--- src/rtl/mux2_ch_scheduler_pkg.sv ---
// Shared types for the 2:1 channel mux scheduler.
package mux2_ch_scheduler_pkg;

   typedef enum logic [1:0] {
      StIdle   = 2'd0,
      StSettle = 2'd1,
      StDwell  = 2'd2
   } state_e;

   localparam logic ModeManual = 1'b0;
   localparam logic ModeAuto   = 1'b1;

   function automatic logic is_busy(input state_e s);
      return s != StIdle;
   endfunction

endpackage

--- src/rtl/mux2_ch_scheduler_sample_counter.sv ---
// Sample up-counter with clear; hit_o flags that the pending increment reaches limit_i.
module mux2_ch_scheduler_sample_counter #(
   parameter int unsigned CNT_WIDTH = 16
) (
   input  logic                 clk_i,
   input  logic                 rst_i,
   input  logic                 clr_i,
   input  logic                 inc_i,
   input  logic [CNT_WIDTH-1:0] limit_i,
   output logic                 hit_o
);

   localparam logic [CNT_WIDTH-1:0] One  = CNT_WIDTH'(1);
   localparam logic [CNT_WIDTH:0]   OneW = (CNT_WIDTH + 1)'(1);

   logic [CNT_WIDTH-1:0] count_q;

   always_ff @(posedge clk_i) begin
      if (rst_i) begin
         count_q <= '0;
      end else if (clr_i) begin
         count_q <= '0;
      end else if (inc_i) begin
         count_q <= count_q + One;
      end
   end

   // Extra bit keeps the +1 from wrapping; >= tolerates a limit that shrank under us.
   assign hit_o = ({1'b0, count_q} + OneW) >= {1'b0, limit_i};

endmodule

--- src/rtl/mux2_ch_scheduler.sv ---
// Drives the 2:1 mux select, discards settling samples after each switch and
// forwards the remaining samples tagged with their channel.
module mux2_ch_scheduler
   import mux2_ch_scheduler_pkg::*;
#(
   parameter int unsigned DATA_WIDTH     = 12,
   parameter int unsigned CNT_WIDTH      = 16,
   parameter int unsigned SETTLE_SAMPLES = 4
) (
   input  logic                  CLK,
   input  logic                  RST,
   input  logic                  EN,
   input  logic                  MODE,
   input  logic                  MAN_SEL,
   input  logic [CNT_WIDTH-1:0]  DWELL1,
   input  logic [CNT_WIDTH-1:0]  DWELL2,
   input  logic                  DIN_VALID,
   input  logic [DATA_WIDTH-1:0] DIN,
   output logic                  SEL,
   output logic [DATA_WIDTH-1:0] DOUT,
   output logic                  DOUT_VALID,
   output logic                  DOUT_CH,
   output logic                  SWITCH_PULSE,
   output logic                  BUSY
);

   localparam logic [CNT_WIDTH-1:0] SettleLimit = CNT_WIDTH'(SETTLE_SAMPLES);
   localparam state_e PostSwitch = (SETTLE_SAMPLES == 0) ? StDwell : StSettle;

   state_e                state_q, state_d;
   logic                  sel_q, sel_d;
   logic                  mode_q, mode_d;
   logic [CNT_WIDTH-1:0]  lim_q, lim_d;
   logic [DATA_WIDTH-1:0] dout_q, dout_d;
   logic                  dout_valid_q, dout_ch_q, pulse_q, busy_q;
   logic                  fwd, pulse_d, new_slot;
   logic                  settle_clr, settle_inc, settle_hit;
   logic                  dwell_clr, dwell_inc, dwell_hit;
   logic [CNT_WIDTH-1:0]  dwell_sel;

   mux2_ch_scheduler_sample_counter #(
      .CNT_WIDTH (CNT_WIDTH)
   ) u_settle_cnt (
      .clk_i   (CLK),
      .rst_i   (RST),
      .clr_i   (settle_clr),
      .inc_i   (settle_inc),
      .limit_i (SettleLimit),
      .hit_o   (settle_hit)
   );

   mux2_ch_scheduler_sample_counter #(
      .CNT_WIDTH (CNT_WIDTH)
   ) u_dwell_cnt (
      .clk_i   (CLK),
      .rst_i   (RST),
      .clr_i   (dwell_clr),
      .inc_i   (dwell_inc),
      .limit_i (lim_q),
      .hit_o   (dwell_hit)
   );

   always_comb begin
      state_d    = state_q;
      sel_d      = sel_q;
      mode_d     = mode_q;
      lim_d      = lim_q;
      dout_d     = dout_q;
      fwd        = 1'b0;
      pulse_d    = 1'b0;
      new_slot   = 1'b0;
      settle_clr = 1'b0;
      settle_inc = 1'b0;
      dwell_clr  = 1'b0;
      dwell_inc  = 1'b0;
      unique case (state_q)
         StIdle: begin
            if (EN) begin
               mode_d     = MODE;
               sel_d      = (MODE == ModeAuto) ? 1'b0 : MAN_SEL;
               pulse_d    = (sel_d != sel_q);
               new_slot   = 1'b1;
               settle_clr = 1'b1;
               dwell_clr  = 1'b1;
               state_d    = PostSwitch;
            end
         end
         StSettle: begin
            if (!EN) begin
               state_d = StIdle;
            end else if (mode_q == ModeManual && MAN_SEL != sel_q) begin
               sel_d      = MAN_SEL;
               pulse_d    = 1'b1;
               settle_clr = 1'b1;
            end else if (DIN_VALID) begin
               if (settle_hit) begin
                  settle_clr = 1'b1;
                  state_d    = StDwell;
               end else begin
                  settle_inc = 1'b1;
               end
            end
         end
         StDwell: begin
            if (!EN) begin
               state_d = StIdle;
            end else if (mode_q == ModeManual && MAN_SEL != sel_q) begin
               // Sample arriving on the switch cycle belongs to neither channel cleanly.
               sel_d      = MAN_SEL;
               pulse_d    = 1'b1;
               settle_clr = 1'b1;
               state_d    = PostSwitch;
            end else if (DIN_VALID) begin
               fwd    = 1'b1;
               dout_d = DIN;
               if (mode_q == ModeAuto) begin
                  if (dwell_hit) begin
                     sel_d      = ~sel_q;
                     pulse_d    = 1'b1;
                     new_slot   = 1'b1;
                     dwell_clr  = 1'b1;
                     settle_clr = 1'b1;
                     state_d    = PostSwitch;
                  end else begin
                     dwell_inc = 1'b1;
                  end
               end
            end
         end
         default: state_d = StIdle;
      endcase
      // Dwell length is captured once per slot; a zero request still yields one sample.
      dwell_sel = sel_d ? DWELL2 : DWELL1;
      if (new_slot) begin
         lim_d = (dwell_sel == '0) ? CNT_WIDTH'(1) : dwell_sel;
      end
   end

   always_ff @(posedge CLK) begin
      if (RST) begin
         state_q      <= StIdle;
         sel_q        <= 1'b0;
         mode_q       <= ModeManual;
         lim_q        <= '0;
         dout_q       <= '0;
         dout_valid_q <= 1'b0;
         dout_ch_q    <= 1'b0;
         pulse_q      <= 1'b0;
         busy_q       <= 1'b0;
      end else begin
         state_q      <= state_d;
         sel_q        <= sel_d;
         mode_q       <= mode_d;
         lim_q        <= lim_d;
         dout_q       <= dout_d;
         dout_valid_q <= fwd;
         if (fwd) begin
            dout_ch_q <= sel_q;
         end
         pulse_q      <= pulse_d;
         busy_q       <= is_busy(state_d);
      end
   end

   assign SEL          = sel_q;
   assign DOUT         = dout_q;
   assign DOUT_VALID   = dout_valid_q;
   assign DOUT_CH      = dout_ch_q;
   assign SWITCH_PULSE = pulse_q;
   assign BUSY         = busy_q;

endmodule

--- config.mk ---
export PLATFORM = sky130hd
export DESIGN_NAME = mux2_ch_scheduler
export DESIGN_NICKNAME = d
export VERILOG_FILES = /design/src/rtl/mux2_ch_scheduler_pkg.sv /design/src/rtl/mux2_ch_scheduler_sample_counter.sv /design/src/rtl/mux2_ch_scheduler.sv
export SDC_FILE = /design/constraint.sdc
export NUM_CORES = 1
export LEC_CHECK = 0
export ABC_CLOCK_PERIOD_IN_PS = 7150
export BUFFER_PORTS_ARGS = -buffer_cell sky130_fd_sc_hd__buf_2
export CAP_MARGIN = 20
export CORE_UTILIZATION = 36
export DETAILED_ROUTE_END_ITERATION = 10
export PLACE_DENSITY = 0.62
export SYNTH_ARGS = -nofsm -noshare
export SYNTH_HDL_FRONTEND = slang
export SYNTH_HIERARCHICAL = 1
export SYNTH_SLANG_ARGS = --single-unit
--- constraint.sdc ---
create_clock -name CLK -period 7.15 [get_ports CLK]
set_input_delay 0.3575 -clock CLK [delete_from_list [all_inputs] [get_ports CLK]]
set_output_delay 0.3575 -clock CLK [all_outputs]
set_load 0.01 [all_outputs]
==> results of run 1 <==
final cells by class:
type                       count  area share (%)
inverter                      35            2.54
clock buffer                  11            4.50
timing repair buffer          70            7.11
clock inverter                 5            1.02
sequential                    68            26.3
multi-input combinational    412            54.5
tap                          168            4.06
cells in the mapped netlist, drive strengths merged, types with 11 or more instances:
library cell,number,area (um^2)
xor2,27,236
dfxtp,68,1360
nand2,36,135
ha,34,425
buf,18,159
mux2i,30,300
a21oi,23,119
xnor2,26,228
inv,35,131
nand3,23,150
nor4,12,75.1
nor2,57,214
o21ai,29,145
nand4,25,178
clkbuf,12,46.3
nor3,11,55.1
worst paths after layout:
check	end	slack, ps	cells after the start
max	u_dwell_cnt/count_q[15]$_SDFFE_PP0P_	2830	16
min	DOUT[2]$_SDFFE_PP0P_	260	3
max reg2reg	u_dwell_cnt/count_q[15]$_SDFFE_PP0P_	2830	16
min reg2reg	lim_q[15]$_SDFFE_PP0P_	450	2
state kept, by name (all words and copies together) (netlist names):
signal,flops
u_settle_cnt/count_q,16
SEL,1
u_dwell_cnt/count_q,16
DOUT_CH,1
lim_q,16
DOUT_VALID,1
DOUT,12
state_q,2
SWITCH_PULSE,1
mode_q,1
BUSY,1
per-stage QoR:
step | hold slack (ps) | power (mW) | setup WS [ps] | cells
floorplan | 425 | 0.462 | 3030 | 546
global placement | 445 | 0.486 | 2830 | 751
detailed placement | 443 | 0.489 | 2640 | 751
CTS | 254 | 0.918 | 2640 | 767
global route | 264 | 0.948 | 2440 | 769
finish | 265 | 0.908 | 2830 | 769
critical path: stages (launching register included):
cell	delay [ps]
dfxtp_1	450
ha_1	310
and4_1	370
nand3_1	150
nor2_1	140
xor2_1	180
ha_1	290
and4_1	210
nor4bb_1	120
a2111oi_0	340
o211ai_1	220
nor3_1	220
buf_4	210
nand3_1	200
or3_4	390
or3_1	310
a21oi_1	130
cells by family (layout without fill, tap and decap cells):
| kind of cell | after synthesis | after routing | share of synthesized area (%) |
|---|---|---|---|
| simple gates | 204 | 204 | 24.7 |
| compound gates | 74 | 74 | 10.1 |
| flops | 68 | 68 | 30.4 |
| buf+inv | 66 | 121 | 7.77 |
| xor+xnor | 53 | 53 | 10.4 |
| fa+ha+maj | 34 | 34 | 9.50 |
| mux | 31 | 31 | 7.04 |
| other cells | 2 | 16 | 0.168 |
layer usage:
layer	track usage, %	vias to the layer above
met3	3.77	11
met2	26.1	80
li1	-	1972
met4	5.70	0
met1	19.6	1726
met5	0	-
report_power, final:
| group | switching, mW | internal, mW | leakage [nW] |
|---|---|---|---|
| clock | 0.157 | 0.268 | 0.139 |
| combinational | 0.0493 | 0.0399 | 1.53 |
| sequential | 0.00666 | 0.388 | 0.551 |
cell usage in the layout (no fill, tap or decap), types with 9 or more instances in the layout:
cell type	n
mux2i_1	30
xor2_1	27
nand3_1	19
a21oi_1	22
xnor2_1	26
buf_2	66
nor2_1	57
ha_1	34
o21ai_1	11
nand2_1	36
inv_1	35
dfxtp_1	68
o21ai_0	18
nor3_1	11
conb_1	16
clkbuf_16	9
nor4_1	12
nand4_1	23
nand2b_1	9
==> results.json, run 1 <==
{
  "dp_hpwl_mm": 7.20,
  "r2r_start": "u_dwell_cnt/count_q[0]$_SDFFE_PP0P_",
  "clk_pin_slew_worst_paths_ps": 50,
  "yosys_warnings": 6,
  "clock_skew_ps": 3.89,
  "finalNetCount": 680,
  "tns_ps": 0,
  "die_x_um": 114,
  "fin_util_pct": 42.9,
  "routed-wl-met3_um": 337,
  "ys.flop_type": "dfxtp_1",
  "met1_length_mm": 4.53,
  "grt_pass1_wl_mm": 16.4,
  "area_growth_pct": 15.6,
  "insertion_delay_ps": 320,
  "p_per_area_nw_per_um2": 175,
  "cp-end-kind": "flip-flop",
  "path_class": "reg2reg",
  "hold_viol": 0,
  "cp_data_required_time_ps": 7400,
  "drt_wl_total_mm": 9.42,
  "design.core.area_um2": 12100,
  "vdd_drop_max_mv": 0.109,
  "fillers": 1216,
  "drt_pass1_iterations": 4,
  "diodes": 0,
  "drv_cap": 0,
  "grt_setup_unrepaired": "no",
  "drive_gt1_share_pct": 17.3,
  "register_area_um2": 1360,
  "max_freq_ghz": 0.232,
  "wl_met2_mm": 4.42,
  "fp.dieArea_um2": 12900,
  "grt_usage_pct": 15.6,
  "async_flop_share_pct": 0,
  "cts_resized": 0,
  "io_buffers": 66,
  "root_buffer": "clkbuf_16",
  "multi_input_area_um2": 2820,
  "htreeDepth": 3,
  "initial_core_util_pct": 37.1,
  "num_rows": 40,
  "crit_fanout": 10,
  "slew_violations": 0,
  "setup_viol": 0,
  "antenna_found_initial": 0,
  "top_layer": "met4",
  "cts_buffer_depth": 2,
  "drtIter0Drc": 152,
  "synthCells": 532,
  "ys_ff_latch": 68,
  "worst_pin_slew_ps": 748,
  "stdcell_area_um2": 5180,
  "hp-start": "DIN[2]",
  "drt-vias-per-instance": 4.93,
  "gp_congestion": 0.845,
  "die_h_um": 114,
  "postCtsSetupBuffers": 0,
  "grt_overflow_total": 0,
  "syn_area_per_cell_um2": 8.42,
  "grt_max_degree": 22,
  "drc_errors": 0,
  "crit_start": "u_dwell_cnt/count_q[0]$_SDFFE_PP0P_",
  "wl_per_cell_um": 12.2,
  "fin_crit_sh_pct": 60.4,
  "ys_seq_area_share_pct": 30.4,
  "ys_types": 64,
  "min_period_ps": 4320,
  "ant_nets": 0,
  "synth_edf_count": 0,
  "tritoncts": "yes",
  "cts_made_buffers": 9,
  "grt_pass1_vias": 3676,
  "cp.arrival_ps": 4570,
  "crit_path_start_kind": "flip-flop",
  "p_leak_nw": 2.22,
  "clock_sinks": 68,
  "vias": 3789,
  "syn_area_um2": 4480,
  "slew_headroom_pct": 50.2,
  "status": "finished clean",
  "io_pins": 67,
  "hold_path_class": "in2reg",
  "holdBufCountCts": 0,
  "dpl_cell_area_um2": 4870
}
(Power assumes the default switching activity.)
==> inputs of run 2 (changes only) <==
Settings changed: ABC_CLOCK_PERIOD_IN_PS 7150 to 4200.
Clock period 7.15 ns to 4.2 ns, I/O delays scaled along.
==> results.json, run 2 (same netlist as run 1, synthesis figures left out) <==
{
  "fin_util_pct": 44.3,
  "tritoncts": "yes",
  "holdBufCountCts": 0,
  "drive_gt1_share_pct": 20.7,
  "clock_skew_ps": 4.35,
  "path_class": "reg2reg",
  "hold_path_class": "in2reg",
  "finalNetCount": 694,
  "insertion_delay_ps": 340,
  "die_x_um": 114,
  "drv_cap": 0,
  "diodes": 0,
  "multi_input_area_um2": 2870,
  "dpl_cell_area_um2": 4980,
  "register_area_um2": 1360,
  "antenna_found_initial": 0,
  "setup_viol": 0,
  "area_growth_pct": 19.3,
  "max_freq_ghz": 0.257,
  "drt-vias-per-instance": 5.00,
  "top_regs": "lim_q (16), u_dwell_cnt/count_q (16), u_settle_cnt/count_q (16)",
  "num_rows": 40,
  "drtIter0Drc": 186,
  "grt_pass1_vias": 3714,
  "worst_pin_slew_ps": 747,
  "p_leak_nw": 2.33,
  "min_period_ps": 3890,
  "io_buffers": 66,
  "ant_nets": 0,
  "cts_made_buffers": 9,
  "final_cell_mix": "dfxtp_1 (68), buf_2 (66), nor2_1 (57), nand2_1 (35), inv_1 (35)",
  "dp_hpwl_mm": 7.64,
  "place_inst": 766,
  "grt_max_degree": 22,
  "design.core.area_um2": 12100,
  "clk_pin_slew_worst_paths_ps": 50,
  "grt_setup_unrepaired": "no",
  "slew_headroom_pct": 50.2,
  "htreeDepth": 3,
  "fin_crit_sh_pct": 92.7,
  "grt_usage_pct": 16.8,
  "status": "finished clean",
  "root_buffer": "clkbuf_16",
  "drc_errors": 0,
  "grt_pass1_wl_mm": 17.3,
  "gp_congestion": 0.867,
  "crit_chain": "and4_2 > nand4_1 > nor2_1 > xor2_1 > ha_1 > and4_1 > nor4bb_1 > a2111oi_0 > o211ai_1 > nor3_2 > nand3_1 > or3_4 > or3_1 > a21oi_1",
  "vias": 3912,
  "vdd_drop_max_mv": 0.234,
  "crit_path_start_kind": "flip-flop",
  "cp_slowest_stage_delay_ps": 430,
  "cp-end-kind": "flip-flop",
  "crit_family": "simple AND/OR/NAND/NOR gates",
  "drt_wl_total_mm": 9.86,
  "layout_commonest_cell": "dfxtp_1",
  "crit_fanout": 6,
  "cp.arrival_ps": 4160,
  "p_per_area_nw_per_um2": 295,
  "slowest_stage": "dfxtp_1",
  "wl_per_cell_um": 12.6,
  "slew_violations": 0,
  "tns_ps": 0,
  "instances_no_fill": 783,
  "io_pins": 67,
  "fp.dieArea_um2": 12900,
  "cts_buffer_depth": 2,
  "stdcell_area_um2": 5340,
  "die_h_um": 114,
  "initial_core_util_pct": 37.1,
  "hold_viol": 0,
  "fillers": 1200,
  "cp_data_required_time_ps": 4460,
  "drt_pass1_iterations": 4,
  "path_buf_inv": 0,
  "clock_sinks": 68,
  "finalPower_mw": 1.58,
  "grt_overflow_total": 0
}
[run 2: cell types whose count changed in the layout (fill, tap and decap cells not counted), moves of 2 or more]
cell and delta:
clkbuf_1 -2, nor3_1 -2, buf_4 +15, nor4_1 -2
[run 2: final timing paths]
kind	start	endpoint	slack (ps)	depth (start not counted)
worst max register to register	u_dwell_cnt/count_q[8]$_SDFFE_PP0P_	u_dwell_cnt/count_q[15]$_SDFFE_PP0P_	310	14
worst min-delay path	DIN[6]	DOUT[6]$_SDFFE_PP0P_	100	3
worst min register to register	lim_q[11]$_SDFFE_PP0P_	lim_q[11]$_SDFFE_PP0P_	450	2
worst max-delay path	u_dwell_cnt/count_q[8]$_SDFFE_PP0P_	u_dwell_cnt/count_q[15]$_SDFFE_PP0P_	310	14
[run 2: through the flow]
| stage | setup WS (ps) | hold WS (ps) |
|---|---|---|
| after CTS | 76.1 | 91.7 |
| after floorplan | 77.5 | 346 |
| final | 307 | 103 |
| after global routing | 23.1 | 117 |
| after global placement | 239 | 438 |
| after detailed placement | 107 | 441 |
[run 2: timing repair]
item	4_1_cts	5_1_grt
buffers inserted	0	1
resized for setup	0	10
endpoints found under the setup margin	0	8
[run 2: worst min-delay path: stages]
cell     delay (ps)
buf_2            70
mux2i_1          50
nor2_1           70
[run 2: per-layer routing]
metal / wire [um] / GRT usage, % / part of all wire (%) / vias to the layer above
met5: 0 / 0 / 0 / -
met1: 4670 / 21.6 / 47 / 1799
met2: 4510 / 26.7 / 46 / 96
met3: 420 / 3.72 / 4.3 / 21
met4: 255 / 8.16 / 2.6 / 0
li1: - / - / - / 1996
[run 2: power breakdown]
group	switching, mW	leakage, nW	internal, mW
combinational	0.0847	1.64	0.0678
clock	0.281	0.144	0.474
sequential	0.0111	0.551	0.660
[run 2: layout make-up]
cell class	count	share of cell area [%]
Multi-Input combinational cell	412	53.7
Sequential cell	68	25.5
Timing Repair Buffer	84	8.71
Clock buffer	10	4.47
Tap cell	168	3.94
Inverter	35	2.46
Clock inverter	6	1.19
==> inputs of run 3 (changes only) <==
Settings changed: CTS_BUF_LIST set to sky130_fd_sc_hd__clkbuf_8, SKIP_CTS_REPAIR_TIMING set to 1.
==> results.json, run 3 (same netlist as run 1, synthesis figures left out) <==
{
  "drc_errors": 0,
  "cp_data_required_time_ps": 4480,
  "clk_pin_slew_worst_paths_ps": 70,
  "slew_headroom_pct": 50.3,
  "rrSetupSlack_ps": 290,
  "hold_path_class": "in2reg",
  "area_growth_pct": 17.1,
  "clockPowerShare_pct": 39.8,
  "combPwrFrac_pct": 11.2,
  "dpl_cell_area_um2": 4980,
  "top_regs": "lim_q (16), u_dwell_cnt/count_q (16), u_settle_cnt/count_q (16)",
  "io_buffers": 66,
  "drt_wl_total_mm": 9.80,
  "insertion_delay_ps": 360,
  "grt_max_degree": 22,
  "clock_skew_ps": 7.16,
  "cp-end-kind": "flip-flop",
  "p_int_mw": 1.02,
  "finalNetCount": 694,
  "min_period_ps": 3910,
  "drive_gt1_share_pct": 20.8,
  "p_per_area_nw_per_um2": 261,
  "tns_ps": 0,
  "setup_ws_ps": 292,
  "design.core.area_um2": 12100,
  "tritoncts": "yes",
  "crit_path_start_kind": "flip-flop",
  "stdcell_area_um2": 5240,
  "vdd_drop_max_mv": 0.162,
  "cts_buffer_depth": 2,
  "grt_usage_pct": 16.6,
  "dp_slack_ps": 107,
  "vias": 3901,
  "fp.dieArea_um2": 12900,
  "p_sw_mw": 0.351,
  "p_sw_share_pct": 25.7,
  "setup_viol": 0,
  "layout_commonest_cell": "dfxtp_1",
  "worst_pin_slew_ps": 746,
  "cp.arrival_ps": 4190,
  "clock_sinks": 68,
  "num_rows": 40,
  "max_freq_ghz": 0.256,
  "grt_pass1_vias": 3717,
  "p_seq_share_pct": 49.0,
  "root_buffer": "clkbuf_8",
  "ant_nets": 0,
  "hold_viol": 0,
  "die_x_um": 114,
  "htreeDepth": 3,
  "crit_fanout": 6,
  "slew_violations": 0,
  "cts_made_buffers": 9,
  "dp_hpwl_mm": 7.64,
  "drtIter0Drc": 164,
  "wl_per_cell_um": 12.5,
  "antenna_found_initial": 0,
  "grt_pass1_wl_mm": 17.2,
  "p_leak_nw": 2.29,
  "drv_cap": 0,
  "status": "finished clean",
  "die_h_um": 114,
  "path_class": "reg2reg",
  "drt_pass1_iterations": 4,
  "drt-vias-per-instance": 4.98,
  "grt_overflow_total": 0,
  "fin_crit_sh_pct": 93.1,
  "final_cell_mix": "dfxtp_1 (67), buf_2 (66), nor2_1 (57), nand2_1 (35), inv_1 (35)",
  "gp_congestion": 0.867,
  "io_pins": 67,
  "diodes": 0,
  "initial_core_util_pct": 37.1
}
==> run 3: worst paths after layout <==
kind	start	to	cells after the start
min	DIN[10]	DOUT[10]$_SDFFE_PP0P_	3
min reg2reg	lim_q[11]$_SDFFE_PP0P_	lim_q[11]$_SDFFE_PP0P_	2
max reg2reg	u_dwell_cnt/count_q[8]$_SDFFE_PP0P_	u_dwell_cnt/count_q[15]$_SDFFE_PP0P_	14
max	u_dwell_cnt/count_q[8]$_SDFFE_PP0P_	u_dwell_cnt/count_q[15]$_SDFFE_PP0P_	14
==> run 3: power by group through the flow <==
stage	sequential (mW)	combinational [mW]	clock, mW
after floorplan	0.681	0.106	0
after global placement	0.684	0.146	0
after detailed placement	0.685	0.151	0
after CTS	0.670	0.151	0.561
after global routing	0.672	0.173	0.590
final	0.670	0.152	0.544
==> run 3: area by class of cell <==
class	count	area (um^2)
Clock inverter	6	63.8
Clock buffer	10	138
Tap cell	168	210
Multi-Input combinational cell	412	2870
Fill cell	1221	6820
Timing Repair Buffer	84	465
Inverter	35	131
Sequential cell	68	1360
==> run 3: stage by stage <==
step           hold WS (ps)  instances  total power, mW  utilization, %
6_report               83.5        783             1.37            43.5
5_1_grt                93.5        783             1.43            43.5
4_1_cts                61.8        782             1.38            43.0
3_5_place_dp            441        766            0.836            41.3
3_3_place_gp            438        766            0.830            41.3
2_1_floorplan           346        546            0.787               -
==> run 3: layer usage <==
| metal | wire, um | vias to the layer above | part of all wire [%] | track usage, % |
|---|---|---|---|---|
| met5 | 0 | - | 0 | 0 |
| met4 | 231 | 0 | 2.4 | 7.72 |
| met3 | 334 | 17 | 3.4 | 3.08 |
| met2 | 4530 | 84 | 46 | 26.6 |
| met1 | 4700 | 1809 | 48 | 21.6 |
| li1 | - | 1991 | - | - |
==> run 3: worst max-delay path, stage by stage, from the launching register on <==
cell       delay [ps]
dfxtp_1           440
and4_2            330
nand4_1           200
nor2_1            180
xor2_1            200
ha_1              280
and4_1            190
nor4bb_1          120
a2111oi_0         340
o211ai_1          230
nor3_2            270
nand3_1           210
or3_4             380
or3_1             310
a21oi_1           150
